===== src/rtl/mem_stage_bridge_if.sv =====
// mem_stage_bridge_if: handshaked variable-latency data bus between the MEM-stage bridge and memory
interface mem_stage_bridge_if #(parameter int NBITS = 64);
    logic             bus_req;
    logic             bus_we;
    logic [NBITS-1:0] bus_addr;
    logic [NBITS-1:0] bus_wdata;
    logic [7:0]       bus_wstrb;
    logic             bus_ready;
    logic [NBITS-1:0] bus_rdata;
    modport master (output bus_req, bus_we, bus_addr, bus_wdata, bus_wstrb, input bus_ready, bus_rdata);
    modport slave (input bus_req, bus_we, bus_addr, bus_wdata, bus_wstrb, output bus_ready, bus_rdata);
endinterface


===== src/rtl/mem_stage_bridge.sv =====
// mem_stage_bridge: turns MEM-stage loads/stores into aligned bus requests, stalling until the bus answers
module mem_stage_bridge #(
    parameter int NBITS   = 64,
    parameter int TIMEOUT = 255
) (
    input  logic             clk,
    input  logic             rst,
    input  logic             mem_read,
    input  logic             mem_write,
    input  logic [NBITS-1:0] addr,
    input  logic [NBITS-1:0] wdata,
    input  logic [2:0]       funct3,
    output logic             stall,
    output logic [NBITS-1:0] rdata,
    output logic             misalign,
    output logic             timeout_err,
    mem_stage_bridge_if.master bus
);
    localparam int CW = $clog2(TIMEOUT + 1);
    typedef enum logic [1:0] {IDLE, REQ, DONE} state_t;
    state_t           state_q, state_d;
    logic             we_q, we_d, terr_q, terr_d;
    logic [NBITS-1:0] addr_q, addr_d, wdata_q, wdata_d, rdata_q, rdata_d;
    logic [7:0]       wstrb_q, wstrb_d;
    logic [2:0]       off_q, off_d, f3_q, f3_d;
    logic [CW-1:0]    cnt_q, cnt_d;
    logic [2:0]       off;
    logic             access, illegal, aligned, launch;
    logic [7:0]       strb;
    logic [NBITS-1:0] sh, ext;
    assign off = addr[2:0];
    always_comb begin
        access  = mem_read | mem_write;
        illegal = (funct3 == 3'b111) | (mem_write & funct3[2]);
        aligned = funct3[1:0] == 2'd0 ? 1'b1 :
                  funct3[1:0] == 2'd1 ? ~off[0] :
                  funct3[1:0] == 2'd2 ? off[1:0] == 2'd0 : off == 3'd0;
        strb    = funct3[1:0] == 2'd0 ? 8'h01 << off :
                  funct3[1:0] == 2'd1 ? 8'h03 << off :
                  funct3[1:0] == 2'd2 ? 8'h0F << off : 8'hFF;
        launch  = (state_q == IDLE) & access & ~illegal & aligned;
        sh      = bus.bus_rdata >> {off_q, 3'b000};
        ext     = f3_q == 3'b000 ? {{(NBITS-8){sh[7]}}, sh[7:0]} :
                  f3_q == 3'b001 ? {{(NBITS-16){sh[15]}}, sh[15:0]} :
                  f3_q == 3'b010 ? {{(NBITS-32){sh[31]}}, sh[31:0]} :
                  f3_q == 3'b100 ? {{(NBITS-8){1'b0}}, sh[7:0]} :
                  f3_q == 3'b101 ? {{(NBITS-16){1'b0}}, sh[15:0]} :
                  f3_q == 3'b110 ? {{(NBITS-32){1'b0}}, sh[31:0]} : sh;
    end
    always_comb begin
        state_d = state_q;
        we_d    = we_q;
        addr_d  = addr_q;
        wdata_d = wdata_q;
        wstrb_d = wstrb_q;
        off_d   = off_q;
        f3_d    = f3_q;
        cnt_d   = cnt_q;
        rdata_d = rdata_q;
        terr_d  = 1'b0;
        case (state_q)
            IDLE: if (launch) begin
                we_d    = mem_write;
                addr_d  = {addr[NBITS-1:3], 3'b000};
                wdata_d = wdata << {off, 3'b000};
                wstrb_d = mem_write ? strb : 8'h00;
                off_d   = off;
                f3_d    = funct3;
                cnt_d   = '0;
                state_d = REQ;
            end
            REQ: if (bus.bus_ready) begin
                rdata_d = we_q ? '0 : ext;
                state_d = DONE;
            end else if (cnt_q == CW'(TIMEOUT - 1)) begin
                terr_d  = 1'b1;
                rdata_d = '0;
                state_d = DONE;
            end else begin
                cnt_d = cnt_q + 1'b1;
            end
            DONE: begin
                rdata_d = '0;
                state_d = IDLE;
            end
            default: state_d = IDLE;
        endcase
    end
    always_ff @(posedge clk or negedge rst) begin
        if (!rst) begin
            state_q <= IDLE;
            we_q    <= 1'b0;
            addr_q  <= '0;
            wdata_q <= '0;
            wstrb_q <= '0;
            off_q   <= '0;
            f3_q    <= '0;
            cnt_q   <= '0;
            rdata_q <= '0;
            terr_q  <= 1'b0;
        end else begin
            state_q <= state_d;
            we_q    <= we_d;
            addr_q  <= addr_d;
            wdata_q <= wdata_d;
            wstrb_q <= wstrb_d;
            off_q   <= off_d;
            f3_q    <= f3_d;
            cnt_q   <= cnt_d;
            rdata_q <= rdata_d;
            terr_q  <= terr_d;
        end
    end
    // stall and misalign depend on live pipeline inputs, so gate them with reset
    assign stall         = rst & ((state_q == REQ) | launch);
    assign misalign      = rst & (state_q == IDLE) & access & (illegal | ~aligned);
    assign rdata         = rdata_q;
    assign timeout_err   = terr_q;
    assign bus.bus_req   = state_q == REQ;
    assign bus.bus_we    = we_q;
    assign bus.bus_addr  = addr_q;
    assign bus.bus_wdata = wdata_q;
    assign bus.bus_wstrb = wstrb_q;
endmodule


===== src/flat_wrapper.sv =====
// flat-port wrapper written by rule: the top's interface ports become plain ports
module mem_stage_bridge_flat 
#(
    parameter int NBITS   = 64,
    parameter int TIMEOUT = 255
)
  (clk, rst, mem_read, mem_write, addr, wdata, funct3, stall, rdata, misalign, timeout_err, bus_bus_req, bus_bus_we, bus_bus_addr, bus_bus_wdata, bus_bus_wstrb, bus_bus_ready, bus_bus_rdata);
  mem_stage_bridge_if #(.NBITS(NBITS)) bus_i ();
  input  logic clk;
  input  logic rst;
  input  logic mem_read;
  input  logic mem_write;
  input  logic [NBITS-1:0] addr;
  input  logic [NBITS-1:0] wdata;
  input  logic [2:0] funct3;
  output logic stall;
  output logic [NBITS-1:0] rdata;
  output logic misalign;
  output logic timeout_err;
  output wire logic [$bits(bus_i.bus_req)-1:0] bus_bus_req;
  output wire logic [$bits(bus_i.bus_we)-1:0] bus_bus_we;
  output wire logic [$bits(bus_i.bus_addr)-1:0] bus_bus_addr;
  output wire logic [$bits(bus_i.bus_wdata)-1:0] bus_bus_wdata;
  output wire logic [$bits(bus_i.bus_wstrb)-1:0] bus_bus_wstrb;
  input wire logic [$bits(bus_i.bus_ready)-1:0] bus_bus_ready;
  input wire logic [$bits(bus_i.bus_rdata)-1:0] bus_bus_rdata;
  assign bus_bus_req = bus_i.bus_req;
  assign bus_bus_we = bus_i.bus_we;
  assign bus_bus_addr = bus_i.bus_addr;
  assign bus_bus_wdata = bus_i.bus_wdata;
  assign bus_bus_wstrb = bus_i.bus_wstrb;
  assign bus_i.bus_ready = bus_bus_ready;
  assign bus_i.bus_rdata = bus_bus_rdata;
  mem_stage_bridge #(.NBITS(NBITS), .TIMEOUT(TIMEOUT)) u_core (.clk(clk), .rst(rst), .mem_read(mem_read), .mem_write(mem_write), .addr(addr), .wdata(wdata), .funct3(funct3), .stall(stall), .rdata(rdata), .misalign(misalign), .timeout_err(timeout_err), .bus(bus_i));
endmodule

===== config.mk =====
export PLATFORM = sky130hd
export DESIGN_NAME = mem_stage_bridge_flat
export DESIGN_NICKNAME = d
export VERILOG_FILES = /design/src/rtl/mem_stage_bridge_if.sv /design/src/rtl/mem_stage_bridge.sv /design/src/flat_wrapper.sv
export SDC_FILE = /design/constraint.sdc
export NUM_CORES = 1
export LEC_CHECK = 0
export BUFFER_PORTS_ARGS = -buffer_cell sky130_fd_sc_hd__buf_2
export CAP_MARGIN = 20
export CORE_MARGIN = 3
export CORE_UTILIZATION = 40
export DETAILED_ROUTE_END_ITERATION = 8
export GPL_TIMING_DRIVEN = 0
export PLACE_DENSITY = 0.67
export RECOVER_POWER = 100
export SYNTH_ARGS = -nofsm -noshare
export SYNTH_HDL_FRONTEND = slang
export SYNTH_SLANG_ARGS = --single-unit

===== constraint.sdc =====
create_clock -name clk -period 6.6 [get_ports clk]
set_input_delay 1.32 -clock clk [delete_from_list [all_inputs] [get_ports clk]]
set_output_delay 1.32 -clock clk [all_outputs]
set_load 0.05 [all_outputs]

# After elaboration in Yosys (flattened, before gate mapping)

Cells that the tools add are included.

Add/sub/neg operators: 1
Equal/unequal tests: 15
Shifts and indexed selects: 5
Mux-type cells: 28
Bitwise logic cells: 15
Reduce and logical (&&, ||, !) cells: 11

Operator list:

| cell                                            | number |
|---|---|
| two-way mux 64 bit                              | 9 |
| case mux 64 bit (2 select lines)                | 1 |
| << shifter 64 x 6 -> 64 bit                     | 1 |
| right shift 64 x 6 -> 64 bit                    | 1 |
| two-way mux 8 bit                               | 7 |
| case mux 8 bit (2 select lines)                 | 1 |
| == test 3 bit, second input constant            | 4 |
| adder 8 x 1 -> 8 bit, second input constant     | 1 |
| bitwise AND 1 bit                               | 8 |
| == test 8 bit, second input constant            | 1 |
| << shifter 1 x 3 -> 8 bit, first input constant | 1 |
| << shifter 2 x 3 -> 8 bit, first input constant | 1 |
| << shifter 4 x 3 -> 8 bit, first input constant | 1 |
| logical NOT 2 bit                               | 3 |
| logical NOT 3 bit                               | 2 |
| two-way mux 1 bit                               | 6 |
| two-way mux 2 bit                               | 3 |
| AND reduction 2 bit                             | 3 |
| == test 2 x 1 -> 1 bit, second input constant   | 2 |
| == test 2 bit, second input constant            | 2 |
| != test 2 bit, second input constant            | 2 |
| bitwise OR 1 bit                                | 4 |
| case mux 2 bit (2 select lines)                 | 1 |
| AND reduction 4 bit                             | 1 |
| other kinds (6)                                 | 9 |

Register bits after elaboration: 215
Input bits: 200
Output and inout bits: 205
Logic and storage cells: 85

# Depth between registers and ports, before layout

Gate-level depths: netlist of run 1.

Depth after elaboration: 10
Depth in mapped cells: 13
Mapped depth without buffers: 7

# Worst setup path before layout of run 1

Ideal clock, no wire load.

Kind: in2out
Start: input port addr[1]
End: output port stall
Arrival: 4585 ps
Required time: 5280 ps
Slack: 695 ps
Cell stages on the path: 12
Path buffers: 6
Cell sequence: clkbuf_1 > inv_1 > buf_2 > buf_1 > ha_1 > a21boi_0 > o21ai_1 > or3_1 > buf_2 > buf_6 > buf_6 > a21boi_0

Longest elaborated chain between the ends: 7
Elaborated cells on any way between the ends: 8
Classes of those cells: mux (3); bitwise (3); reduce/logical (2)

Ends and longest elaborated chain:

| element                                                       | line                    | text |
|---|---|---|
| start: declaration                                            | flat_wrapper.sv:13      | `input logic [NBITS-1:0] addr;` |
| logical NOT 3 bit / logical NOT 2 bit (equally long branches) | mem_stage_bridge.sv:37  | `funct3[1:0] == 2'd2 ? off[1:0] == 2'd0 : off == 3'd0;` |
| two-way mux 1 bit *                                           | mem_stage_bridge.sv:37  |  |
| two-way mux 1 bit *                                           | mem_stage_bridge.sv:36  | `funct3[1:0] == 2'd1 ? ~off[0] :` |
| two-way mux 1 bit *                                           | mem_stage_bridge.sv:35  | `aligned = funct3[1:0] == 2'd0 ? 1'b1 :` |
| bitwise AND 1 bit *                                           | mem_stage_bridge.sv:41  | `launch = (state_q == IDLE) & access & ~illegal & aligned;` |
| bitwise OR 1 bit *                                            | mem_stage_bridge.sv:115 | `assign stall = rst & ((state_q == REQ) \| launch);` |
| bitwise AND 1 bit *                                           | mem_stage_bridge.sv:115 |  |
| end: declaration                                              | flat_wrapper.sv:16      | `output logic stall;` |

Every way passes the cells marked *; elsewhere a longest branch is shown, timed or not.

# Final worst setup path of run 1

Ends and elaborated chain as after synthesis.

==> flow_summary_export.csv, run 1 <==
group,metric,value,unit
status,status,"finished with violations",
status,violations,"max-capacitance violations, max-slew violations",
final_layout,final_cell_mix,"nand2_1, clkbuf_1, buf_2",
worst_setup_path,arrival,4870,ps
routing,dr_total_vias,12400,
timing,tightest_slew,3050,ps
routing,ant_nets,0,
yosys,yosys_most_used_dff,"dfrtp_1",
min_path,hold_path_class,"flip-flop to flip-flop",
worst_setup_path,worst-path-max-fanout,14,
global_routing,grt_pass1_wl,74.7,mm
worst_setup_path,cp-start-kind,"primary input",
worst_setup_path,worstSetupEndpointType,"output pin",
yosys,syn_area,12100,sq um
routing,drt_wl_total,49.5,mm
timing,tns,0,ps
timing,layout_min_cycle_time,6190,ps
routing,firstDrtPassIters,5,
yosys,synth_edf_count,0,
clocking,postCtsHoldBufs,0,
yosys,yosysSeqAreaShare,44.5,%
clocking,postCtsSetupBuffers,0,
flow_run,drv_cap,1,
power,power_leakage,7.18,nW
yosys,synth_cell_types,69,
global_routing,grt_overflow,0,
min_path,hold_depth,2,
routing,viasPerCell,5.66,
clocking,htreeDepth,1,
yosys,async_flop_share,100,%
floorplanning,boundaryPins,405,
worst_setup_path,worst_r2r_startpoint,"u_core.state_q[0]$_DFFE_PN0P_",
timing,slew_viol_final,122,
floorplanning,initial_core_util,40.7,%
final_layout,final_common_cell,"nand2_1",
placed_design,hpwlAfterDp,38.1,mm
final_layout,fill_cells,2984,
worst_setup_path,reg2regPathDepth,8,
floorplanning,fp-row-count,63,
floorplanning,die-area,32300,sq um
timing,timing.hold.ws,471,ps
global_routing,antenna_found_initial,7,
yosys,synth-seq-cells,215,
routing,routedWlPerCell,22.7,microns
global_routing,grt_pass1_vias,12200,
power,vdd_drop_max,0.000405,V
clocking,worstSkewPairLatency,530,ps
min_path,min_from,"u_core.bus.bus_wstrb[6]$_DFFE_PN0P_",
clocking,cts_resized,0,
yosys,synth.avg_cell_area,8.98,sq um
floorplanning,coreArea,29700,sq um
worst_setup_path,r2r_setup_slack,3390,ps
global_routing,grt_max_degree,122,
timing,hold_viol_final,0,
worst_setup_path,reg2reg_to,"u_core.f3_q[0]$_DFFE_PN0P_",
timing,max_freq,161,MHz
worst_setup_path,crit_type,"primary input to output pin",
worst_setup_path,cp.required,5280,ps
global_routing,grt_use_total,29.3,%
timing,setup-violations-final,0,
clocking,numCtsBuffers,25,
floorplanning,die_w,180,microns
min_path,hold_end,"u_core.bus.bus_wstrb[6]$_DFFE_PN0P_",
yosys,synth_warnings,0,
yosys,synthCells,1346,
power,cellPowerDensity,539,nW/um^2
final_layout,layout.nets,1991,
final_layout,design_area,15100,sq um
placed_design,io_buffer_count,401,
floorplanning,die_y,180,microns
placed_design,dpl_cell_area,14600,sq um
timing,rsz0062_at_grt,"no",
timing,clock_skew,13.0,ps
routing,drc,0,
clocking,clock-sinks,215,
placed_design,gp_congestion,0.963,
timing,slew_headroom,-103,%
clocking,cts.path.max_buffers,3,
timing,period_share,93.8,%
clocking,root_buffer,"clkbuf_16",
final_layout,register_area,5380,sq um
final_layout,drive_gt1_share,19.4,%
clocking,cts_tree,"built",
routing,drt_iter0_drc,1093,
clocking,clk_pin_slew_worst_paths,60,ps
final_layout,area_growth,25.0,%
final_layout,multi_input_area,6060,sq um
==> registers in the layout, indices dropped and copies added, names as in the netlist <==
register and flops:
u_core.bus.bus_wdata 64, u_core.cnt_q 8, u_core.rdata 64, u_core.off_q 3
u_core.state_q 2, u_core.bus.bus_addr 61, u_core.bus.bus_wstrb 8, u_core.f3_q 3
u_core.bus.bus_we 1, u_core.timeout_err 1
==> area by class of cell <==
class	count	share of cell area, %
buffer	106	3.32
timing repair buffer	402	11.7
inverter	13	0.323
clock buffer	30	4.46
tap	390	3.23
clock inverter	10	1.21
sequential	215	35.6
multi-input combinational	1014	40.1
antenna	3	0.0497
==> cell usage after synthesis (3+ instances only) <==
library cell | instances | area [sq um]
mux2_2 | 40 | 450
o21a_1 | 18 | 135
nand2_1 | 409 | 1540
a21boi_0 | 3 | 22.5
and3_1 | 4 | 25.0
o211ai_1 | 16 | 120
buf_6 | 8 | 90.1
clkbuf_1 | 40 | 150
o31ai_2 | 8 | 100
o221ai_1 | 10 | 87.6
nor2_1 | 65 | 244
o22a_1 | 3 | 26.3
a221oi_1 | 14 | 123
or3_1 | 3 | 18.8
a31oi_1 | 9 | 56.3
nand2b_1 | 7 | 43.8
dfrtp_1 | 215 | 5380
buf_4 | 8 | 60.1
mux2i_1 | 80 | 801
o21ai_0 | 93 | 465
buf_2 | 41 | 205
o21ai_1 | 4 | 20.0
a21oi_1 | 46 | 230
nand4_1 | 3 | 18.8
a221o_1 | 16 | 160
a41oi_1 | 5 | 43.8
a211o_1 | 15 | 131
o21ai_2 | 10 | 87.6
mux4_2 | 8 | 180
inv_1 | 12 | 45.0
ha_1 | 14 | 175
nor2b_1 | 6 | 37.5
a32oi_1 | 8 | 70.1
a211oi_1 | 12 | 90.1
nand3_1 | 17 | 85.1
o31ai_1 | 22 | 165
o22ai_1 | 9 | 56.3
buf_1 | 9 | 33.8
==> power breakdown <==
part | internal, mW | leakage [nW] | total, mW | switching (mW)
clock | 0.915 | 0.423 | 1.47 | 0.553
combinational | 1.06 | 3.97 | 4.58 | 3.52
sequential | 1.79 | 2.78 | 2.09 | 0.302
total | 3.77 | 7.18 | 8.14 | 4.37
==> how the worst max path moves through the flow <==
stage / to / startpoint / slack, ps
after CTS: stall / addr[1] / 580
after global placement: misalign / rst / -410
after global routing: stall / addr[1] / 130
after floorplan: stall / addr[1] / 700
final: stall / addr[1] / 410
after detailed placement: stall / addr[1] / 600
==> logic make-up (layout without fill, tap and decap cells) <==
logic type / after synthesis / count (layout) / share of synthesized area, %
xor gates and xnor gates: 1 / 1 / 0.0725
muxes: 129 / 129 / 11.9
buffers and inverters: 119 / 561 / 4.87
DFF: 215 / 215 / 44.5
AOI/OAI and AO/OA: 337 / 337 / 19.4
adders and majority gates: 14 / 14 / 1.45
and+or+nand+nor: 530 / 530 / 17.7
other: 1 / 6 / 0.0310
==> critical path: stages <==
cell and delay (ps):
buf_2 130, clkbuf_1 190, inv_1 100, buf_2 230, clkbuf_1 690, ha_1 320
a21boi_0 180, o21ai_0 230, or3_1 450, buf_2 180, buf_6 150, buf_6 150
a21boi_0 190, clkbuf_2 330
==> metal layers <==
layer | vias to the layer above | part of all wire [%] | GRT usage (%) | routed length (microns)
met4 | 6 | 3.9 | 9.22 | 1910
met5 | - | 0.11 | 0 | 52
met2 | 727 | 47 | 48.6 | 23000
met1 | 5898 | 39 | 37.8 | 19500
li1 | 5590 | - | - | -
met3 | 132 | 10 | 7.57 | 5020
==> through the flow <==
stage          std cells  util (%)  worst slack, ps  power, mW
3_5_place_dp        2140      49.2              599       6.80
5_1_grt             2183      50.8              131       8.55
2_1_floorplan       1348         -              695       5.37
4_1_cts             2180      52.1              583       8.29
3_3_place_gp        2139      49.1             -408       6.77
6_report            2183      50.8              406       8.14
Note: power is estimated with default switching activity, not from simulation.
==> run 2: changes to the inputs <==
GPL_TIMING_DRIVEN = default   (was 0)
clock period = 7.15 ns   (was 6.6 ns; I/O delays follow)
==> flow_summary_export.csv, run 2 (synthesized netlist as in run 1, its figures left out) <==
group,metric,value,unit
power,total_power,7.23,mW
floorplanning,coreArea,29700,sq um
clocking,clock-sinks,215,
final_layout,area_growth,21.6,%
status,status,"finished with violations",
floorplanning,boundaryPins,405,
clocking,cts_resized,0,
routing,drc,0,
clocking,postCtsSetupBuffers,0,
timing,slew_headroom,-118,%
global_routing,antenna_found_initial,1,
worst_setup_path,reg2reg_to,"u_core.rdata[39]$_DFFE_PN0P_",
global_routing,grt_pass1_wl,65.5,mm
floorplanning,fp-row-count,63,
worst_setup_path,crit_type,"primary input to output pin",
worst_setup_path,worst_r2r_startpoint,"u_core.state_q[1]$_DFFE_PN0P_",
worst_setup_path,worstSetupEndpointType,"output pin",
placed_design,hpwlAfterDp,30.1,mm
worst_setup_path,crit_path_end,"stall",
flow_run,drv_cap,4,
placed_design,io_buffer_count,401,
routing,ant_nets,0,
clocking,numCtsBuffers,25,
routing,drt_iter0_drc,985,
timing,layout_min_cycle_time,6050,ps
final_layout,layout.nets,1898,
worst_setup_path,cp-start-kind,"primary input",
timing,period_share,84.7,%
final_layout,design_area,14700,sq um
placed_design,dpl_cell_area,14200,sq um
timing,rsz0062_at_grt,"no",
timing,tns,0,ps
clocking,clk_pin_slew_worst_paths,60,ps
routing,drt_wl_total,41.8,mm
routing,firstDrtPassIters,6,
floorplanning,die-area,32300,sq um
power,power_leakage,6.95,nW
timing,max_freq,165,MHz
global_routing,grt_pass1_vias,11500,
clocking,cts_tree,"built",
timing,tightest_slew,3270,ps
floorplanning,die_y,180,microns
worst_setup_path,arrival,4620,ps
worst_setup_path,r2r_setup_slack,2720,ps
timing,clock_skew,13.1,ps
global_routing,grt_use_total,24.8,%
timing,slew_viol_final,317,
final_layout,final_cell_mix,"nand2_1, dfrtp_1, clkbuf_1",
clocking,cts.path.max_buffers,3,
floorplanning,die_w,180,microns
clocking,root_buffer,"clkbuf_16",
routing,viasPerCell,5.60,
worst_setup_path,setup.worst_path.start,"addr[1]",
placed_design,gp_congestion,0.902,
global_routing,grt_overflow,0,
clocking,htreeDepth,1,
clocking,worstSkewPairLatency,530,ps
worst_setup_path,reg2regPathDepth,7,
worst_setup_path,worst-path-max-fanout,73,
final_layout,final_common_cell,"nand2_1",
clocking,postCtsHoldBufs,0,
global_routing,grt_max_degree,96,
floorplanning,initial_core_util,40.7,%
routing,dr_total_vias,11700,
final_layout,fin_util,49.5,%
status,violations,"max-capacitance violations, max-slew violations",
power,vdd_drop_max,0.000289,V
timing,setup_ws,1100,ps
timing,hold_viol_final,0,
routing,routedWlPerCell,20.0,microns
worst_setup_path,cp.required,5720,ps
min_path,hold_depth,2,
timing,setup-violations-final,0,
placed_design,preCtsSetupSlack,1910,ps
final_layout,drive_gt1_share,18.5,%
min_path,hold_path_class,"flip-flop to flip-flop",
power,cellPowerDensity,492,nW/um^2
[run 2: area by class of cell]
type / count / area, sq um
clock buffers: 35 / 703
diodes: 1 / 2.50
well taps: 390 / 488
flip-flops and latches: 215 / 5380
inverters: 13 / 48.8
fillers: 2950 / 15000
multi-input cells: 1014 / 6090
repair buffers: 415 / 1870
clock inverters: 7 / 119
[run 2: power by group]
group	switching [mW]	leakage, nW	internal [mW]
Sequential	0.287	2.78	1.65
Combinational	3.05	3.78	0.933
Clock	0.520	0.395	0.789
[run 2: critical path: stages]
cell      delay (ps)
clkbuf_1          90
inv_1             50
clkbuf_1         890
ha_1             350
a21boi_0         180
o21ai_0          260
or3_4            770
a21boi_0         290
buf_2            300
[run 2: metrics by stage]
stage | hold slack [ps] | std cells
global placement | 447 | 2046
detailed placement | 451 | 2047
finish | 468 | 2090
global route | 498 | 2090
floorplan | 481 | 1348
CTS | 464 | 2089
[run 2: worst min path at each step]
stage | start | end | slack (ps)
after CTS | u_core.bus.bus_wdata[3]$_DFFE_PN0P_ | u_core.bus.bus_wdata[3]$_DFFE_PN0P_ | 460
after global placement | u_core.bus.bus_wdata[4]$_DFFE_PN0P_ | u_core.bus.bus_wdata[4]$_DFFE_PN0P_ | 450
after global routing | u_core.bus.bus_wdata[5]$_DFFE_PN0P_ | u_core.bus.bus_wdata[5]$_DFFE_PN0P_ | 500
final | u_core.bus.bus_wdata[3]$_DFFE_PN0P_ | u_core.bus.bus_wdata[3]$_DFFE_PN0P_ | 470
after detailed placement | u_core.bus.bus_wdata[3]$_DFFE_PN0P_ | u_core.bus.bus_wdata[3]$_DFFE_PN0P_ | 450
after floorplan | u_core.cnt_q[3]$_DFFE_PN0P_ | u_core.cnt_q[3]$_DFFE_PN0P_ | 480
[run 2: per-layer routing]
metal  track usage (%)  wire length [microns]  vias up
met5                 0                      0        -
met4              9.81                   1830        0
met3              7.16                   4160      113
met2              39.7                  19200      577
met1              31.9                  16600     5609
li1                  -                      -     5403
==> run 3: changes to the inputs <==
clock period = 5.8 ns   (was 7.15 ns; I/O delays follow)
==> flow_summary_export.csv, run 3 (synthesized netlist as in run 1, its figures left out) <==
group,metric,value,unit
worst_setup_path,crit_type,"primary input to output pin",
timing,timing.hold.ws,470,ps
routing,drt_iter0_drc,948,
timing,layout_min_cycle_time,4640,ps
routing,routedWlPerCell,20.1,microns
floorplanning,coreArea,29700,sq um
global_routing,grt_pass1_wl,65.3,mm
floorplanning,die_y,180,microns
power,power_leakage,6.96,nW
timing,period_share,80.1,%
worst_setup_path,slowest_stage,"or3_2",
final_layout,layout.nets,1898,
global_routing,grt_overflow,0,
final_layout,final_common_cell,"nand2_1",
worst_setup_path,worst-path-max-fanout,63,
timing,tns,0,ps
floorplanning,initial_core_util,40.7,%
global_routing,grt_pass1_vias,11600,
global_routing,antenna_found_initial,2,
final_layout,final_cell_mix,"nand2_1, dfrtp_1, clkbuf_1",
routing,dr_total_vias,11600,
worst_setup_path,reg2regPathDepth,7,
worst_setup_path,crit_top_cell,"clkbuf_1",
min_path,hold_path_class,"flip-flop to flip-flop",
placed_design,dpl_cell_area,14200,sq um
clocking,worstSkewPairLatency,520,ps
worst_setup_path,cp-start-kind,"primary input",
global_routing,grt_use_total,24.9,%
clocking,clk_pin_slew_worst_paths,50,ps
worst_setup_path,cpLargestDelayFamily,"buffers and inverters",
timing,slew_headroom,-22.8,%
flow_run,drv_cap,3,
placed_design,preCtsSetupSlack,1360,ps
clocking,clock-sinks,215,
power,cellPowerDensity,602,nW/um^2
min_path,hold_depth,2,
final_layout,fill_cells,2947,
worst_setup_path,cp.required,4640,ps
clocking,cts.path.max_buffers,3,
power,vdd_drop_max,0.000441,V
timing,slew_viol_final,205,
timing,rsz0062_at_grt,"no",
clocking,cts_tree,"built",
timing,hold_viol_final,0,
final_layout,fin_util,49.4,%
clocking,postCtsHoldBufs,0,
timing,max_freq,215,MHz
timing,setup_ws,1160,ps
routing,firstDrtPassIters,5,
worst_setup_path,crit_chain,"clkbuf_1, buf_4, nand3b_1, o21ai_0, or3_2, a21boi_0, clkbuf_1",
placed_design,dp_cells,2047,
placed_design,gp_congestion,0.900,
clocking,numCtsBuffers,25,
worst_setup_path,r2r_setup_slack,1660,ps
final_layout,drive_gt1_share,18.8,%
floorplanning,die_w,180,microns
routing,drt_wl_total,41.9,mm
timing,tightest_slew,1840,ps
worst_setup_path,arrival,3480,ps
routing,ant_nets,0,
clocking,postCtsSetupBuffers,0,
final_layout,design_area,14700,sq um
clocking,root_buffer,"clkbuf_16",
worst_setup_path,worstSetupEndpointType,"output pin",
final_layout,area_growth,21.4,%
global_routing,grt_max_degree,101,
clocking,htreeDepth,1,
worst_setup_path,critPathBufInv,3,
status,violations,"max-capacitance violations, max-slew violations",
routing,drc,0,
worst_setup_path,critical_path_depth,7,
timing,clock_skew,13.1,ps
routing,viasPerCell,5.55,
clocking,cts_resized,0,
floorplanning,boundaryPins,405,
timing,setup-violations-final,0,
status,status,"finished with violations",
power,total_power,8.83,mW
worst_setup_path,cp_slowest_stage_delay,550,ps
placed_design,hpwlAfterDp,30.7,mm
placed_design,io_buffer_count,401,
floorplanning,fp-row-count,63,
floorplanning,die-area,32300,sq um
final_layout,fin_cells,2089,
-- run 3: routing by layer --
| layer | GRT usage (%) | vias to the layer above | wire [microns] |
|---|---|---|---|
| met5 | 0 | - | 0 |
| met4 | 9.99 | 0 | 1730 |
| met3 | 7.63 | 102 | 4150 |
| met2 | 40.4 | 553 | 19800 |
| met1 | 31.1 | 5541 | 16200 |
| li1 | - | 5395 | - |
-- run 3: worst paths after layout --
check / from / to
setup / recovery: addr[0] / stall
hold / removal: u_core.bus.bus_wstrb[1]$_DFFE_PN0P_ / u_core.bus.bus_wstrb[1]$_DFFE_PN0P_
setup reg to reg: u_core.state_q[1]$_DFFE_PN0P_ / u_core.rdata[54]$_DFFE_PN0P_
hold reg to reg: u_core.bus.bus_wstrb[1]$_DFFE_PN0P_ / u_core.bus.bus_wstrb[1]$_DFFE_PN0P_
max in group asynchronous: rst / u_core.bus.bus_wdata[58]$_DFFE_PN0P_
min in group asynchronous: rst / u_core.rdata[39]$_DFFE_PN0P_
-- run 3: area by class of cell --
| class | count | area, sq um | share of cell area, % |
|---|---|---|---|
| inverters | 13 | 48.8 | 0.333 |
| diodes | 2 | 5.00 | 0.0341 |
| repair buffers | 415 | 1880 | 12.8 |
| multi-input cells | 1014 | 6070 | 41.4 |
| clock buffers | 29 | 681 | 4.64 |
| clock inverters | 11 | 113 | 0.768 |
| flip-flops and latches | 215 | 5380 | 36.7 |
| well taps | 390 | 488 | 3.33 |
-- run 3: worst register-to-register path: stages (launching register included) --
cell      delay [ps]
dfrtp_1          380
inv_1            100
ha_1             280
nand2b_1         100
a41oi_1          670
nand2b_1        1360
clkbuf_1         890
a221o_1          300
-- run 3: power breakdown --
part | switching (mW) | internal [mW]
combinational | 3.67 | 1.14
clock | 0.626 | 0.918
sequential | 0.448 | 2.03
